==> src/rtl/fifo_burst_writer_if.sv <==
// fifo_burst_writer_if: host, FIFO and AXI4 write-channel signals of the burst writer
interface fifo_burst_writer_if #(parameter int DATA_W = 32, parameter int ADDR_W = 32);
  logic start;
  logic [ADDR_W-1:0] base_addr;
  logic [15:0] num_bursts;
  logic fifo_rd;
  logic [DATA_W-1:0] fifo_data;
  logic fifo_empty;
  logic [ADDR_W-1:0] awaddr;
  logic [7:0] awlen;
  logic [2:0] awsize;
  logic [1:0] awburst;
  logic awvalid, awready;
  logic [DATA_W-1:0] wdata;
  logic [DATA_W/8-1:0] wstrb;
  logic wlast, wvalid, wready;
  logic [1:0] bresp;
  logic bvalid, bready;
  logic busy, done, error;
  modport master (
    input start, base_addr, num_bursts, fifo_data, fifo_empty, awready, wready, bresp, bvalid,
    output fifo_rd, awaddr, awlen, awsize, awburst, awvalid, wdata, wstrb, wlast, wvalid, bready,
    output busy, done, error
  );
  modport slave (
    output start, base_addr, num_bursts, fifo_data, fifo_empty, awready, wready, bresp, bvalid,
    input fifo_rd, awaddr, awlen, awsize, awburst, awvalid, wdata, wstrb, wlast, wvalid, bready,
    input busy, done, error
  );
endinterface

==> src/rtl/fifo_burst_writer.sv <==
// fifo_burst_writer: drains a FWFT FIFO into consecutive fixed-length AXI4 INCR write bursts
module fifo_burst_writer #(
  parameter int DATA_W = 32,
  parameter int ADDR_W = 32,
  parameter int BURST_LEN = 4
) (
  input logic clk,
  input logic rst,
  fifo_burst_writer_if.master bus
);
  typedef enum logic [1:0] {IDLE, ADDR, DATA, RESP} state_t;
  localparam logic [ADDR_W-1:0] INC = ADDR_W'(BURST_LEN * DATA_W / 8);
  localparam logic [4:0] LAST = 5'(BURST_LEN - 1);
  state_t state_q, state_d;
  logic [ADDR_W-1:0] addr_q, addr_d;
  logic [15:0] rem_q, rem_d;
  logic [4:0] beat_q, beat_d;
  logic done_q, done_d, err_q, err_d;
  logic w_hs;
  assign bus.awvalid = state_q == ADDR;
  assign bus.awaddr = addr_q;
  assign bus.awlen = 8'(BURST_LEN - 1);
  assign bus.awsize = 3'($clog2(DATA_W / 8));
  assign bus.awburst = 2'b01;
  assign bus.wvalid = state_q == DATA && !bus.fifo_empty;
  assign bus.wdata = bus.fifo_data;
  assign bus.wstrb = '1;
  assign bus.wlast = bus.wvalid && beat_q == LAST;
  // Pop on the very edge the beat is accepted, so the FIFO head is always the next beat.
  assign w_hs = bus.wvalid && bus.wready;
  assign bus.fifo_rd = w_hs;
  assign bus.bready = state_q == RESP;
  assign bus.busy = state_q != IDLE;
  assign bus.done = done_q;
  assign bus.error = err_q;
  always_comb begin
    state_d = state_q;
    addr_d = addr_q;
    rem_d = rem_q;
    beat_d = beat_q;
    done_d = 1'b0;
    err_d = err_q;
    unique case (state_q)
      IDLE: if (bus.start) begin
        err_d = 1'b0;
        done_d = bus.num_bursts == '0;
        if (bus.num_bursts != '0) begin
          addr_d = bus.base_addr;
          rem_d = bus.num_bursts;
          state_d = ADDR;
        end
      end
      ADDR: if (bus.awready) begin
        beat_d = '0;
        state_d = DATA;
      end
      DATA: if (w_hs) begin
        beat_d = beat_q + 5'd1;
        state_d = bus.wlast ? RESP : DATA;
      end
      RESP: if (bus.bvalid) begin
        err_d = err_q || bus.bresp != 2'b00;
        rem_d = rem_q - 16'd1;
        addr_d = addr_q + INC;
        done_d = rem_q == 16'd1;
        state_d = rem_q == 16'd1 ? IDLE : ADDR;
      end
      default: state_d = IDLE;
    endcase
  end
  always_ff @(posedge clk) begin
    if (rst) begin
      state_q <= IDLE;
      addr_q <= '0;
      rem_q <= '0;
      beat_q <= '0;
      done_q <= 1'b0;
      err_q <= 1'b0;
    end else begin
      state_q <= state_d;
      addr_q <= addr_d;
      rem_q <= rem_d;
      beat_q <= beat_d;
      done_q <= done_d;
      err_q <= err_d;
    end
  end
endmodule

==> src/flat_wrapper.sv <==
// flat-port wrapper written by rule: the top's interface ports become plain ports
module fifo_burst_writer_flat 
#(
  parameter int DATA_W = 32,
  parameter int ADDR_W = 32,
  parameter int BURST_LEN = 4
)
  (clk, rst, bus_start, bus_base_addr, bus_num_bursts, bus_fifo_data, bus_fifo_empty, bus_awready, bus_wready, bus_bresp, bus_bvalid, bus_fifo_rd, bus_awaddr, bus_awlen, bus_awsize, bus_awburst, bus_awvalid, bus_wdata, bus_wstrb, bus_wlast, bus_wvalid, bus_bready, bus_busy, bus_done, bus_error);
  fifo_burst_writer_if #(.DATA_W(DATA_W), .ADDR_W(ADDR_W)) bus_i ();
  input logic clk;
  input logic rst;
  input wire logic [$bits(bus_i.start)-1:0] bus_start;
  input wire logic [$bits(bus_i.base_addr)-1:0] bus_base_addr;
  input wire logic [$bits(bus_i.num_bursts)-1:0] bus_num_bursts;
  input wire logic [$bits(bus_i.fifo_data)-1:0] bus_fifo_data;
  input wire logic [$bits(bus_i.fifo_empty)-1:0] bus_fifo_empty;
  input wire logic [$bits(bus_i.awready)-1:0] bus_awready;
  input wire logic [$bits(bus_i.wready)-1:0] bus_wready;
  input wire logic [$bits(bus_i.bresp)-1:0] bus_bresp;
  input wire logic [$bits(bus_i.bvalid)-1:0] bus_bvalid;
  output wire logic [$bits(bus_i.fifo_rd)-1:0] bus_fifo_rd;
  output wire logic [$bits(bus_i.awaddr)-1:0] bus_awaddr;
  output wire logic [$bits(bus_i.awlen)-1:0] bus_awlen;
  output wire logic [$bits(bus_i.awsize)-1:0] bus_awsize;
  output wire logic [$bits(bus_i.awburst)-1:0] bus_awburst;
  output wire logic [$bits(bus_i.awvalid)-1:0] bus_awvalid;
  output wire logic [$bits(bus_i.wdata)-1:0] bus_wdata;
  output wire logic [$bits(bus_i.wstrb)-1:0] bus_wstrb;
  output wire logic [$bits(bus_i.wlast)-1:0] bus_wlast;
  output wire logic [$bits(bus_i.wvalid)-1:0] bus_wvalid;
  output wire logic [$bits(bus_i.bready)-1:0] bus_bready;
  output wire logic [$bits(bus_i.busy)-1:0] bus_busy;
  output wire logic [$bits(bus_i.done)-1:0] bus_done;
  output wire logic [$bits(bus_i.error)-1:0] bus_error;
  assign bus_i.start = bus_start;
  assign bus_i.base_addr = bus_base_addr;
  assign bus_i.num_bursts = bus_num_bursts;
  assign bus_i.fifo_data = bus_fifo_data;
  assign bus_i.fifo_empty = bus_fifo_empty;
  assign bus_i.awready = bus_awready;
  assign bus_i.wready = bus_wready;
  assign bus_i.bresp = bus_bresp;
  assign bus_i.bvalid = bus_bvalid;
  assign bus_fifo_rd = bus_i.fifo_rd;
  assign bus_awaddr = bus_i.awaddr;
  assign bus_awlen = bus_i.awlen;
  assign bus_awsize = bus_i.awsize;
  assign bus_awburst = bus_i.awburst;
  assign bus_awvalid = bus_i.awvalid;
  assign bus_wdata = bus_i.wdata;
  assign bus_wstrb = bus_i.wstrb;
  assign bus_wlast = bus_i.wlast;
  assign bus_wvalid = bus_i.wvalid;
  assign bus_bready = bus_i.bready;
  assign bus_busy = bus_i.busy;
  assign bus_done = bus_i.done;
  assign bus_error = bus_i.error;
  fifo_burst_writer #(.DATA_W(DATA_W), .ADDR_W(ADDR_W), .BURST_LEN(BURST_LEN)) u_core (.clk(clk), .rst(rst), .bus(bus_i));
endmodule
==> config.mk <==
export PLATFORM = sky130hd
export DESIGN_NAME = fifo_burst_writer_flat
export DESIGN_NICKNAME = d
export VERILOG_FILES = /design/src/rtl/fifo_burst_writer_if.sv /design/src/rtl/fifo_burst_writer.sv /design/src/flat_wrapper.sv
export SDC_FILE = /design/constraint.sdc
export NUM_CORES = 1
export LEC_CHECK = 0
export ABC_AREA = 1
export BUFFER_PORTS_ARGS = -buffer_cell sky130_fd_sc_hd__buf_2
export CAP_MARGIN = 20
export CORE_UTILIZATION = 50
export CTS_CLUSTER_DIAMETER = 150
export CTS_CLUSTER_SIZE = 28
export DETAILED_ROUTE_END_ITERATION = 10
export PLACE_DENSITY = 0.82
export SETUP_SLACK_MARGIN = 0.02
export SYNTH_ARGS = -nofsm -noshare
export SYNTH_HDL_FRONTEND = slang
export SYNTH_SLANG_ARGS = --single-unit
==> constraint.sdc <==
create_clock -name clk -period 2.3 [get_ports clk]
set_input_delay 0.115 -clock clk [delete_from_list [all_inputs] [get_ports clk]]
set_output_delay 0.115 -clock clk [all_outputs]
set_load 0.01 [all_outputs]
==> qor.txt, run 1 <==
Part of the Yosys area used for sequential elements = 25.6%
Max-cap violation count = 0
Height of the die = 96.4 um
Int Pwr = 0.00314 W
Critical R2R Launch = u_core.state_q[0]
Final hold viol count = 0
Unrepaired setup endpoints after global routing = no
Routability congestion estimate = 0.897
Number of antenna diodes = 0
Switching power total = 0.00276 W
Gates resized, CTS repair = 0
Worst setup EP type = register
Critical Path Start Type = register
Antenna violations before repair = 0
Register-to-Register Path Depth = 10
PD cells = 1200 mW/mm2
Number of clock sinks = 57
End point of the most critical hold path = u_core.bus.awaddr[1]
Area of the mapped netlist = 0.00446 mm2
Std-Cell Rows = 34
Number of flops mapped to enable cells by yosys = 0
Average size of a mapped cell = 6.13 um2
Total of endpoints with negative setup slack in the final report = 0
Max Transition Viols Final = 0
Maximum frequency from static timing analysis = 0.504 GHz
Final critical-path share of the clock period = 86.3%
Critical Path AT = 2.26 ns
Antenna viol nets, final = 0
Total negative setup slack = 0 ns
Maximum number of pins on one net before global-route repair = 44
Post-route insts no fill = 895
Fraction of layout instances using a drive strength above 1 = 21.3%
Peak fanout along the critical path = 21
Overall routing resource usage = 25.6%
DRC violations left = 0
Core area = 0.00868 mm2
Total via count after detailed routing = 4587
Run status = completed
Sequential share of power = 31.0%
Buffer count from post-CTS setup fixing = 0
Clock Skews = 0.00955 ns
Top_reg_cell synth = sky130_fd_sc_hd__dfxtp_1
Register-to-Register Setup Slack = 0.32 ns
Static leakage power = 2.18 nW
Worst hold stages = 3
Wire length of the first global-routing pass = 18500 um
Violation count after the first detailed-routing iteration = 216
CTS clk-pin slew, worst paths = 0.07 ns
Detailed Routing Iterations Pass 1 = 5
Sum of net half-perimeters after detailed placement = 8290 um
Library cells used by synthesis = 43
Hold crit path type = in2reg
Flip-flop and latch count after synthesis = 57
Final routed wire length divided by cell count = 12.5 um
Die footprint = 0.00929 mm2
Endpoint of the most critical register-to-register path = u_core.bus.awaddr[7]
Area growth from synthesis to layout = 10.2%
Final setup slack of the worst path = 0.315 ns
Clock insertion delay at the later pin of the skew report = 0.35 ns
Nets = 880
Die boundary width = 96.4 um
Post-layout minimum cycle time = 1.98 ns
Switching share of total power = 46.8%
Effective utilization at floorplan = 51.4%
Number of global-route vias before repair = 4271
Highest-count cells in the layout ignoring fill and taps = sky130_fd_sc_hd__nand2_1 (197), sky130_fd_sc_hd__nor2_1 (120), sky130_fd_sc_hd__buf_2 (96)
Total number of H-tree levels = 3
Async SR Flop Fraction = 0%
Inserted Clock Buffers = 9
Clock root cell = sky130_fd_sc_hd__clkbuf_8
TritonCTS clock tree = built
Most common cell after layout, fill and taps aside = sky130_fd_sc_hd__nand2_1
Number of buffers between clock root and the deepest sink = 2
Start point of the worst min-delay path = bus_base_addr[1]
Gr ovfl total = 0
Synthesized instance count = 727
Number of I/O pins = 178
Worst-case vdd ir drop = 636 uV
Port Buffers = 96
Relative contribution of combinational cells to total power = 50.2%
Aggregate routed wire length = 11200 um
Placement Setup Slack = 0.332 ns
Power share of the clock group = 18.8%
Number of placed instances, taps included = 880
Final-layout worst hold slack = 0.0187 ns
Average via count per standard cell = 5.13
Synth warnings = 0
Hold buffer count at CTS = 0
Data required time at the worst endpoint = 2.58 ns
Path type of the worst setup path = reg2reg
[cell type report]
| type | instances | area (um2) |
|---|---|---|
| clock buffer | 13 | 169 |
| clock inverter | 2 | 60.1 |
| fill | 902 | 3770 |
| inverter | 57 | 214 |
| multi-input combinational | 554 | 2640 |
| sequential | 57 | 1140 |
| tap | 108 | 135 |
| timing repair buffer | 104 | 553 |
[sequential cells by signal (all words and copies together), names as in the netlist]
register and count:
u_core.rem_q 16, u_core.bus.awaddr 32, u_core.beat_q 5, u_core.state_q 2
u_core.bus.error 1, u_core.bus.done 1
[power groups by stage]
stage	sequential (W)	clock [W]	combinational [W]
CTS	0.00182	0.00113	0.00297
global route	0.00189	0.00117	0.00339
finish	0.00183	0.00111	0.00296
global placement	0.00184	0	0.00290
floorplan	0.00184	0	0.00228
detailed placement	0.00183	0	0.00295
[per-stage QoR]
stage / total power (W) / instance area, um2 / utilization [%]
4_1_cts: 0.00592 / 4910 / 56.6
3_3_place_gp: 0.00473 / 4680 / 54.0
3_5_place_dp: 0.00478 / 4680 / 54.0
6_report: 0.00590 / 4910 / 56.6
2_1_floorplan: 0.00412 / 4510 / -
5_1_grt: 0.00645 / 4910 / 56.6
[synthesized netlist by cell type (all sizes together) (4+ instances only)]
library cell  number  area, um2
dfxtp             57       1140
nand3             47        240
nand4              8       50.1
ha                 8        100
buf               63        478
nand2            201        769
xor2               4       35.0
a21oi             49        294
or2                5       31.3
inv               57        214
o21ai             60        323
clkbuf            11       42.5
nor2             134        578
nor3               7       35.0
[logic make-up after synthesis]
family | Yosys count | synth area share [%]
DFF | 57 | 25.6
xor gates and xnor gates | 5 | 0.983
adders and majority gates | 8 | 2.25
muxes | 1 | 0.225
other | 2 | 0.169
AOI/OAI and AO/OA | 116 | 15.1
and+or+nand+nor | 407 | 39.2
buffers and inverters | 131 | 16.5
[metal layers]
layer  share of wire [%]  track usage (%)  wire, um  up-vias
li1                    -                -         -     2364
met1                  42             29.1      4740     2007
met2                  47             44.9      5230      180
met3                 7.2             5.87       808       36
met4                 3.7             13.0       412        0
met5                   0                0         0        -
[worst max path at each step]
stage	start	endpoint	slack (ns)	depth (start not counted)
finish	u_core.state_q[0]	u_core.bus.awaddr[7]	0.32	10
global route	u_core.state_q[1]	u_core.bus.awaddr[6]	0.11	10
CTS	u_core.state_q[0]	u_core.bus.awaddr[7]	0.31	10
detailed placement	u_core.state_q[0]	u_core.bus.awaddr[7]	0.33	10
global placement	u_core.state_q[0]	u_core.rem_q[4]	0.45	11
floorplan	u_core.state_q[0]	u_core.rem_q[10]	0.61	10
[worst max-delay path: stages (launching register included)]
cell	delay (ns)
sky130_fd_sc_hd__dfxtp_1	0.37
sky130_fd_sc_hd__inv_1	0.09
sky130_fd_sc_hd__ha_1	0.26
sky130_fd_sc_hd__inv_2	0.13
sky130_fd_sc_hd__o21ai_2	0.09
sky130_fd_sc_hd__a21oi_4	0.18
sky130_fd_sc_hd__nand2_4	0.08
sky130_fd_sc_hd__inv_2	0.27
sky130_fd_sc_hd__buf_12	0.20
sky130_fd_sc_hd__o21ai_0	0.10
sky130_fd_sc_hd__a21oi_1	0.15
Power figures use the tool's default switching activity.
==> run 2: changes to the inputs <==
GPL_TIMING_DRIVEN = 0   (was unset)
==> qor.txt, run 2 (synthesis gave the netlist of run 1 again) <==
Port Buffers = 128 (+33%)
Aggregate routed wire length = 13200 um (+18%)
Std-Cell Rows = 34 (unchanged)
Final core utilization = 63.2% (+6.6 points)
PD cells = 1120 mW/mm2 (-6.6%)
Post-layout minimum cycle time = 1.94 ns (-0.0484 ns)
Path type of the worst setup path = reg2reg
Height of the die = 96.4 um (unchanged)
Number of antenna diodes = 0 (unchanged)
Number of global-route vias before repair = 4387 (+2.7%)
Register-to-Register Path Depth = 7 (-3)
Antenna violations before repair = 0 (unchanged)
Critical Path Start Type = register
Area growth from synthesis to layout = 23.1%
Gates resized, CTS repair = 0 (unchanged)
Hold crit path type = in2reg
Hold buffer count at CTS = 0 (unchanged)
Max-cap violation count = 0 (unchanged)
Maximum number of pins on one net before global-route repair = 11 (-75%)
DRC violations left = 0 (unchanged)
Number of buffers between clock root and the deepest sink = 2 (unchanged)
Final hold viol count = 0 (unchanged)
Unrepaired setup endpoints after global routing = no
Worst-path cell with the longest stage delay = sky130_fd_sc_hd__buf_1
Critical R2R Launch = u_core.state_q[1]
CTS clk-pin slew, worst paths = 0.07 ns (about the same)
Antenna viol nets, final = 0 (unchanged)
Clock Skews = 0.0114 ns (+0.00187 ns)
Routability congestion estimate = 0.906 (+0.99%)
Die boundary width = 96.4 um (unchanged)
Effective utilization at floorplan = 51.4% (unchanged)
Start point of the worst min-delay path = bus_base_addr[0]
Worst hold stages = 3 (unchanged)
Buffer count from post-CTS setup fixing = 0 (unchanged)
Violation count after the first detailed-routing iteration = 316 (+46%)
Worst-case vdd ir drop = 608 uV (-4.4%)
Inserted Clock Buffers = 9 (unchanged)
Highest-count cells in the layout ignoring fill and taps = sky130_fd_sc_hd__nand2_1 (197), sky130_fd_sc_hd__buf_2 (134), sky130_fd_sc_hd__nor2_1 (120)
Detailed Routing Iterations Pass 1 = 5 (unchanged)
Register-to-Register Setup Slack = 0.36 ns (+0.05 ns)
Nets = 978 (+11%)
Number of I/O pins = 178 (unchanged)
Run status = completed
Critical Path AT = 2.14 ns (-0.12 ns)
Wire length of the first global-routing pass = 20300 um (+9.6%)
Final critical-path share of the clock period = 84.2% (-2.1 points)
Sum of net half-perimeters after detailed placement = 9870 um (+19%)
Core area = 0.00868 mm2 (unchanged)
Least-Margin Pin Slew = 0.778 ns
Total of endpoints with negative setup slack in the final report = 0 (unchanged)
Max Transition Viols Final = 0 (unchanged)
Clock root cell = sky130_fd_sc_hd__clkbuf_8
Data required time at the worst endpoint = 2.51 ns (-0.07 ns)
Maximum single-stage delay on the critical path = 0.51 ns (+0.14 ns)
Endpoint of the most critical register-to-register path = u_core.rem_q[14]
Critical-path cell list = ha_1 -> buf_6 -> buf_2 -> buf_1 -> nand3_1 -> nand2_1 -> a21oi_2
Fraction of layout instances using a drive strength above 1 = 28.6% (+7.2 points)
Number of flip-flops under the largest register name = 32 (unchanged)
Maximum frequency from static timing analysis = 0.516 GHz (+2.5%)
Peak fanout along the critical path = 10 (-52%)
Final routed wire length divided by cell count = 13.3 um (+6.4%)
Total via count after detailed routing = 5143 (+12%)
Overall routing resource usage = 28.6% (+2.9 points)
Total negative setup slack = 0 ns (unchanged)
Clock insertion delay at the later pin of the skew report = 0.35 ns (about the same)
Die footprint = 0.00929 mm2 (unchanged)
Gr ovfl total = 0 (unchanged)
Relative slew slack = 48.1%
Most common cell after layout, fill and taps aside = sky130_fd_sc_hd__nand2_1
TritonCTS clock tree = built
Worst setup EP type = register
End point of the most critical hold path = u_core.bus.awaddr[0]
Average via count per standard cell = 5.17 (+0.95%)
Number of clock sinks = 57 (unchanged)
Total number of H-tree levels = 3 (unchanged)
Static leakage power = 2.57 nW (+18%)
==> run 2: report_power, final <==
group	switching, W	internal (W)
Sequential	0.000470	0.00137
Combinational	0.00209	0.00123
Clock	0.000460	0.000527
Total	0.00302	0.00313
==> run 2: area by class of cell <==
type                       instances  area [um2]
fill                             866        3190
multi-input combinational        554        2640
sequential                        57        1140
timing repair buffer             128         641
buffer                            74         520
inverter                          57         214
clock buffer                      11         141
tap                              108         135
clock inverter                     5        55.1
==> run 2: per-layer routing <==
metal	vias up	global-route usage, %	routed length (um)
li1	2562	-	-
met1	2271	35.2	5530
met2	275	49.2	6290
met3	35	5.32	1100
met4	0	10.9	300
met5	-	0	0
==> run 2: stage by stage <==
step	power (W)	instance area (um2)	hold slack, ns	worst slack (ns)	cells
2_1_floorplan	0.00412	4510	0.259	0.612	742
3_3_place_gp	0.00506	5290	0.369	0.399	978
3_5_place_dp	0.00511	5290	0.372	0.403	978
4_1_cts	0.00609	5490	0.0135	0.379	994
5_1_grt	0.00660	5490	0.0358	0.238	994
6_report	0.00615	5490	0.0125	0.364	994
==> run 2: worst max-delay path by stage <==
stage | from | to | slack (ns) | depth (start not counted)
floorplan | u_core.state_q[0] | u_core.rem_q[10] | 0.61 | 10
global placement | u_core.state_q[1] | u_core.bus.awaddr[27] | 0.40 | 7
detailed placement | u_core.state_q[0] | u_core.rem_q[14] | 0.40 | 7
CTS | u_core.state_q[1] | u_core.rem_q[14] | 0.38 | 7
global route | u_core.state_q[1] | u_core.bus.awaddr[17] | 0.24 | 8
finish | u_core.state_q[1] | u_core.rem_q[14] | 0.36 | 7
==> run 2: critical path: cells and delay by family (launching register included) <==
family,cells,cell delay [ns]
adder cells (fa/ha/maj),1,0.21
AND/OR/NAND/NOR,2,0.26
buffers and inverters,3,0.91
flip-flops,1,0.38
AO/OA/AOI/OAI,1,0.05
